## config.mk

```make
export PLATFORM = sky130hd
export DESIGN_NAME = zmips_regfile_mp
export DESIGN_NICKNAME = d
export VERILOG_FILES = /design/src/rtl/zmips_regfile_mp_pkg.sv /design/src/rtl/zmips_regfile_rdport.sv /design/src/rtl/zmips_regfile_mp.sv
export SDC_FILE = /design/constraint.sdc
export NUM_CORES = 1
export LEC_CHECK = 0
export CAP_MARGIN = 20
export CORE_MARGIN = 1
export CORE_UTILIZATION = 32
export CTS_CLUSTER_SIZE = 40
export DETAILED_ROUTE_END_ITERATION = 8
export HOLD_SLACK_MARGIN = 0.06
export RECOVER_POWER = 100
export SETUP_SLACK_MARGIN = 0.3
export SYNTH_ARGS = -nofsm -noshare
export SYNTH_HDL_FRONTEND = slang
export SYNTH_SLANG_ARGS = --single-unit
```

## constraint.sdc

```tcl
create_clock -name clk -period 3.55 [get_ports clk]
set_input_delay 0.5325 -clock clk [delete_from_list [all_inputs] [get_ports clk]]
set_output_delay 0.5325 -clock clk [all_outputs]
set_load 0.1 [all_outputs]
```

## src/rtl/zmips_regfile_mp_pkg.sv

```systemverilog
`default_nettype none
// ============================================================================
// Module   : zmips_regfile_mp_pkg
// Purpose  : Shared constants and state encoding for the multi-port zMIPS
//            register file and its read-port slices.
// Ports    : none (package)
// Revision : 1.0 - initial release
// ============================================================================
package zmips_regfile_mp_pkg;

  localparam int ZMIPS_XLEN     = 32;
  localparam int ZMIPS_NREG     = 32;
  localparam int ZMIPS_LINK_REG = 31;

  // Sweep FSM: CLEAR zeroes one entry per cycle, READY accepts writes.
  typedef enum logic {
    RF_ST_CLEAR = 1'b0,
    RF_ST_READY = 1'b1
  } rf_state_e;

endpackage : zmips_regfile_mp_pkg
`default_nettype wire

```

## src/rtl/zmips_regfile_rdport.sv

```systemverilog
`default_nettype none
// ============================================================================
// Module   : zmips_regfile_rdport
// Purpose  : One read port of the zMIPS register file. Applies the zero
//            register, out-of-range and clear-sweep masking, then the optional
//            same-cycle bypass from the link and general write ports.
// Ports    : clearing          - file is sweeping (or held in reset)
//            addr              - read address
//            stored            - array contents at addr
//            wr/wr_addr/wr_data- general write port (for bypass)
//            pc_wr/pc_val      - link write port (for bypass)
//            data              - resolved read data
// Revision : 1.0 - initial release
// ============================================================================
module zmips_regfile_rdport #(
  parameter int W        = 32,
  parameter int DEPTH    = 32,
  parameter int AW       = 5,
  parameter int LINK_REG = 31,
  parameter int BYPASS   = 1
) (
  input  logic          clearing,
  input  logic [AW-1:0] addr,
  input  logic [W-1:0]  stored,
  input  logic          wr,
  input  logic [AW-1:0] wr_addr,
  input  logic [W-1:0]  wr_data,
  input  logic          pc_wr,
  input  logic [W-1:0]  pc_val,
  output logic [W-1:0]  data
);

  localparam logic [AW-1:0] LINK_A = AW'(LINK_REG);

  logic w_in_range;

  // One extra bit so DEPTH itself is representable when DEPTH == 2**AW.
  assign w_in_range = ({1'b0, addr} < (AW+1)'(DEPTH));

  // Link bypass outranks the general bypass so that a read of LINK_REG sees
  // the same winner that the array will store.
  always_comb begin
    data = stored;
    if (clearing || (addr == '0) || !w_in_range) begin
      data = '0;
    end else if ((BYPASS != 0) && pc_wr && (addr == LINK_A)) begin
      data = pc_val;
    end else if ((BYPASS != 0) && wr && (addr == wr_addr)) begin
      data = wr_data;
    end
  end

endmodule : zmips_regfile_rdport
`default_nettype wire

```

## src/rtl/zmips_regfile_mp.sv

```systemverilog
`default_nettype none
// ============================================================================
// Module   : zmips_regfile_mp
// Purpose  : Parametrised multi-read-port register file for the zMIPS core.
//            NRD combinational read ports, a general write port, a dedicated
//            link write port (pc_wr -> LINK_REG), hardwired zero register,
//            optional write-to-read bypass and a one-entry-per-cycle clear
//            sweep after reset or on a clr pulse.
// Ports    : clk, rst_n (async, active low), clr (restart clear sweep)
//            rd_addr[NRD*AW], rd_data[NRD*W]  - read ports, port k in slice k
//            wr, wr_addr, wr_data             - general write port
//            pc_wr, pc_val                    - link write port
//            ready                            - 0 while the sweep runs
// Revision : 1.0 - initial release
// ============================================================================
module zmips_regfile_mp
  import zmips_regfile_mp_pkg::*;
#(
  parameter  int W        = ZMIPS_XLEN,
  parameter  int DEPTH    = ZMIPS_NREG,
  parameter  int NRD      = 2,
  parameter  int LINK_REG = ZMIPS_LINK_REG,
  parameter  int BYPASS   = 1,
  localparam int AW       = $clog2(DEPTH)
) (
  input  logic             clk,
  input  logic             rst_n,
  input  logic             clr,
  input  logic [NRD*AW-1:0] rd_addr,
  output logic [NRD*W-1:0]  rd_data,
  input  logic             wr,
  input  logic [AW-1:0]    wr_addr,
  input  logic [W-1:0]     wr_data,
  input  logic             pc_wr,
  input  logic [W-1:0]     pc_val,
  output logic             ready
);

  localparam logic [AW-1:0] LINK_A = AW'(LINK_REG);
  localparam logic [AW-1:0] LAST_A = AW'(DEPTH - 1);

  rf_state_e       r_state;
  rf_state_e       w_state_nxt;
  logic [AW-1:0]   r_cnt;
  logic [AW-1:0]   w_cnt_nxt;
  logic [W-1:0]    r_mem [DEPTH];

  logic            w_clearing;
  logic            w_wr_in_range;
  logic            w_wr_commit;
  logic            w_pc_commit;

  // ready comes straight from the state flop, so it is a registered output.
  assign w_clearing = (r_state == RF_ST_CLEAR);
  assign ready      = (r_state == RF_ST_READY);

  // --------------------------------------------------------------------------
  // Sweep FSM
  // --------------------------------------------------------------------------
  always_ff @(posedge clk or negedge rst_n) begin
    if (!rst_n) begin
      r_state <= RF_ST_CLEAR;
      r_cnt   <= '0;
    end else begin
      r_state <= w_state_nxt;
      r_cnt   <= w_cnt_nxt;
    end
  end

  always_comb begin
    w_state_nxt = r_state;
    w_cnt_nxt   = r_cnt;
    case (r_state)
      RF_ST_CLEAR: begin
        if (clr) begin
          w_cnt_nxt = '0;
        end else if (r_cnt == LAST_A) begin
          w_state_nxt = RF_ST_READY;
          w_cnt_nxt   = '0;
        end else begin
          w_cnt_nxt = r_cnt + 1'b1;
        end
      end
      RF_ST_READY: begin
        if (clr) begin
          w_state_nxt = RF_ST_CLEAR;
          w_cnt_nxt   = '0;
        end
      end
    endcase
  end

  // --------------------------------------------------------------------------
  // Write-port arbitration. Writes are only honoured in READY; a general
  // write that collides with the link write on LINK_REG loses.
  // --------------------------------------------------------------------------
  assign w_wr_in_range = ({1'b0, wr_addr} < (AW+1)'(DEPTH));
  assign w_pc_commit   = ready && pc_wr && (LINK_A != '0);
  assign w_wr_commit   = ready && wr && (wr_addr != '0) && w_wr_in_range &&
                         !(pc_wr && (wr_addr == LINK_A));

  // Storage has no reset of its own: the sweep zeroes it and every read is
  // masked to 0 until the sweep completes. The async reset forces CLEAR, so
  // no write can land while rst_n is low.
  always_ff @(posedge clk) begin
    if (w_clearing) begin
      r_mem[r_cnt] <= '0;
    end else begin
      if (w_wr_commit) begin
        r_mem[wr_addr] <= wr_data;
      end
      if (w_pc_commit) begin
        r_mem[LINK_A] <= pc_val;
      end
    end
  end

  // --------------------------------------------------------------------------
  // Read ports
  // --------------------------------------------------------------------------
  for (genvar k = 0; k < NRD; k++) begin : g_rdport
    logic [AW-1:0] w_addr;
    logic [W-1:0]  w_stored;

    assign w_addr = rd_addr[k*AW +: AW];
    // Out-of-range addresses may select garbage here; the port masks them.
    assign w_stored = r_mem[w_addr];

    zmips_regfile_rdport #(
      .W        (W),
      .DEPTH    (DEPTH),
      .AW       (AW),
      .LINK_REG (LINK_REG),
      .BYPASS   (BYPASS)
    ) u_rdport (
      .clearing (w_clearing),
      .addr     (w_addr),
      .stored   (w_stored),
      .wr       (wr),
      .wr_addr  (wr_addr),
      .wr_data  (wr_data),
      .pc_wr    (pc_wr),
      .pc_val   (pc_val),
      .data     (rd_data[k*W +: W])
    );
  end

endmodule : zmips_regfile_mp
`default_nettype wire

```

==> out/qor.txt <==
Register area share after synthesis -> 61.6%
Peak per-stage delay on the critical path -> 0.50 ns
Worst setup SP type -> input port
Post-DRT Antenna Nets -> 0
RSZ-0062 raised after global routing -> yes
Final setup fails -> 0
Tot Pwr -> 26900 uW
I/O pin count -> 149
Area of the core -> 155000 um^2
Vias -> 32700
Worst EP required -> 3.02 ns
PortBufs -> 148
Die area -> 158000 um^2
Final hold slack -> 0.524 ns
Critical Setup Path Class -> in -> out
Util after Layout -> 40.9%
CTS sink count -> 1030
# fillers -> 13800
Warnings, synthesis -> 0
Clk network pwr share -> 40.6%
Fin crit share -> 97.8%
F_max -> 0.288 GHz
Slew Limit Fails -> 23
WP data arrival -> 2.94 ns
Site Rows -> 144
HP Class -> in -> reg
DP Cell Count -> 5247
Post-place instance area -> 59200 um^2
DR vias/cell -> 5.93
Leakage -> 0.0227 uW
Net Sw Frac -> 23.7%
Failing checks -> max-slew violations
Nets -> 3462
Net count after synthesis -> 2973
DR WL/cell -> 32.4 um
FF+latch count, synth -> 1030
Finished Layout Cells -> 5509
Area Growth Syn to Fin -> 26.2%
Syn Inst Count -> 2887
Fin area -> 63300 um^2
DRT Wirelength -> 178000 um
Final weighted congestion in routability-driven placement -> 0.937
Final Critical Period -> 3.47 ns
Cell Chain, Critical Path -> clkdlybuf4s50_1 -> clkbuf_1 -> and3_1 -> and4_2 -> buf_12 -> a32oi_2 -> o31ai_4 -> buf_2
CTS tree -> yes
GR Overflow Total -> 0
Vias in the first global route -> 32600
Iter 0 DRT Violations -> 3797
Die width -> 398 um
Seq pwr share -> 49.7%
Clk Latency, worst-skew pair -> 0.72 ns
Slowest CP cell -> clkdlybuf4s50_1
Post-DP HPWL -> 117000 um
Die height -> 398 um
Number of CTS-inserted buffers -> 103
Max-slew headroom -> -0.410%
Net Switching -> 6370 uW
Asr flop ratio synth -> 0.583%
Int Power -> 20500 uW
Final hold vios -> 0
Top FF cell, synth -> edfxtp_1
Layout cell share with drive strength beyond 1 -> 38.8%
Clk root buf -> clkbuf_16
Initial antenna violation count -> 5
Number of enable flip-flop cells after synthesis -> 1024
Worst-Margin Slew -> 1.51 ns
Cell area after synthesis -> 50200 um^2
Element type at the critical path end -> output pin
Status -> complete, but fails checks
Max Root-Sink Buffers -> 3
Gr usage total -> 22.0%
PwrDens -> 425 nW/um^2
Syn avg cell area -> 17.4 um^2
H-tree depth -> 3
Worst Skew -> 0.0516 ns
Initial core utilization -> 32.4%
Worst-path clk slew -> 0.07 ns
Synth cell types -> 57
Largest net degree at the start of global routing -> 62
Logic pwr share -> 9.7%
CP max FO -> 17
First-pass GRT wire length -> 248000 um
DR DRC count -> 0
Maximum vdd drop -> 404 uV
Max cap viols -> 0
Drt pass-1 iters -> 5
[registers in the layout, summed over array words and instances (netlist names)]
signal,count
r_mem,1024
r_cnt,5
ready,1
[final timing paths]
path / startpoint / slack (ns) / cells after the start / end
setup / recovery: pc_wr / 0.08 / 8 / rd_data[12]
hold reg to reg: r_cnt[1]$_DFFE_PN0P_ / 0.68 / 2 / r_cnt[1]$_DFFE_PN0P_
hold / removal: clr / 0.52 / 2 / r_cnt[3]$_DFFE_PN0P_
min in group asynchronous: rst_n / 0.72 / 2 / r_cnt[2]$_DFFE_PN0P_
setup reg to reg: ready$_DFF_PN0_ / 0.28 / 7 / r_mem[1][25]$_DFFE_PP_
max in group asynchronous: rst_n / 2.56 / 2 / ready$_DFF_PN0_
[final cells by class]
cell class | count | area (um^2) | share of cell area [%]
timing repair buffer | 630 | 7230 | 11.4
multi-input combinational | 1608 | 19300 | 30.4
clock inverter | 72 | 689 | 1.09
sequential | 1030 | 30900 | 48.8
clock buffer | 121 | 2670 | 4.21
antenna | 1 | 2.50 | 0.00395
tap | 2044 | 2560 | 4.04
inverter | 3 | 11.3 | 0.0178
[synthesized netlist by cell type, types with 36 or more instances]
master       n  area, um^2
and2_1      68         425
edfxtp_1  1024       30700
a221o_1     44         440
mux2_2      96        1080
a211oi_1    50         375
mux2i_1    340        3400
o22ai_1     49         307
o21ai_0     54         270
mux4_2     371        8360
buf_2       90         450
a21oi_1     40         200
nor3_1      36         180
nand2_1     51         191
clkbuf_1   114         428
nor2b_1     63         394
nor2_1      78         293
[power groups by stage]
stage / clock network (uW) / logic, uW / registers [uW]
3_3_place_gp: 0 / 2430 / 13600
2_1_floorplan: 0 / 1310 / 13600
6_report: 10900 / 2610 / 13400
5_1_grt: 11500 / 2690 / 13400
3_5_place_dp: 0 / 2430 / 13600
4_1_cts: 11000 / 2560 / 13400
[per-stage QoR]
stage	setup TNS (ns)	worst slack, ns
after floorplan	0	0.249
after global placement	-4.99	-0.602
after detailed placement	-5.79	-0.610
after CTS	0	0.141
after global routing	0	0.0421
final	0	0.0774
[cell usage in the layout, fill, tap and decap left out, types with 23 or more instances in the layout]
| master | n |
|---|---|
| edfxtp_1 | 1024 |
| mux4_2 | 371 |
| mux2i_1 | 333 |
| buf_4 | 261 |
| buf_12 | 156 |
| clkbuf_16 | 109 |
| mux2_2 | 96 |
| clkdlybuf4s50_1 | 67 |
| o22ai_1 | 49 |
| nand2_1 | 48 |
| nor2_1 | 46 |
| nor2b_1 | 46 |
| a221o_1 | 44 |
| o21ai_0 | 38 |
| and2_1 | 36 |
| clkbuf_1 | 33 |
| clkbuf_4 | 33 |
| a22o_1 | 32 |
| nor3_1 | 31 |
| and2_0 | 31 |
| buf_6 | 31 |
| a211oi_2 | 28 |
| a211oi_1 | 26 |
| clkbuf_2 | 26 |
| a221oi_1 | 24 |
| clkinv_1 | 24 |
| nor2_4 | 23 |
[layer usage]
| layer | up-vias | track usage, % | part of all wire [%] |
|---|---|---|---|
| met5 | - | 0 | 0.0045 |
| met4 | 2 | 7.64 | 4.0 |
| met3 | 334 | 5.31 | 11 |
| met2 | 1923 | 35.1 | 46 |
| met1 | 17200 | 29.2 | 39 |
| li1 | 13200 | - | - |
[cells by family after synthesis]
kind of cell             after synthesis  share of synthesized area, %
flip-flops                          1030                          61.6
multiplexers                         807                          25.6
AO/OA/AOI/OAI                        411                          6.17
AND/OR/NAND/NOR                      377                          4.02
buffers and inverters                250                          2.46
XOR/XNOR                              10                         0.174
adder cells (fa/ha/maj)                2                        0.0498
[critical path: cells and delay by family]
family                 cells  cell delay (ns)
and+or+nand+nor            2             0.70
AOI/OAI and AO/OA          2             0.27
buffers and inverters      4             1.42
[what timing repair did]
item                                    in CTS  in global routing
pin swaps                                   59                 35
gates resized for setup                    136                 72
gates cloned                                 8                  5
hold buffers                                 1                  0
endpoints found under the setup margin      64                 63
hold endpoints to repair                     6                  0
setup buffers                               40                 14
Power figures use the tool's default switching activity.
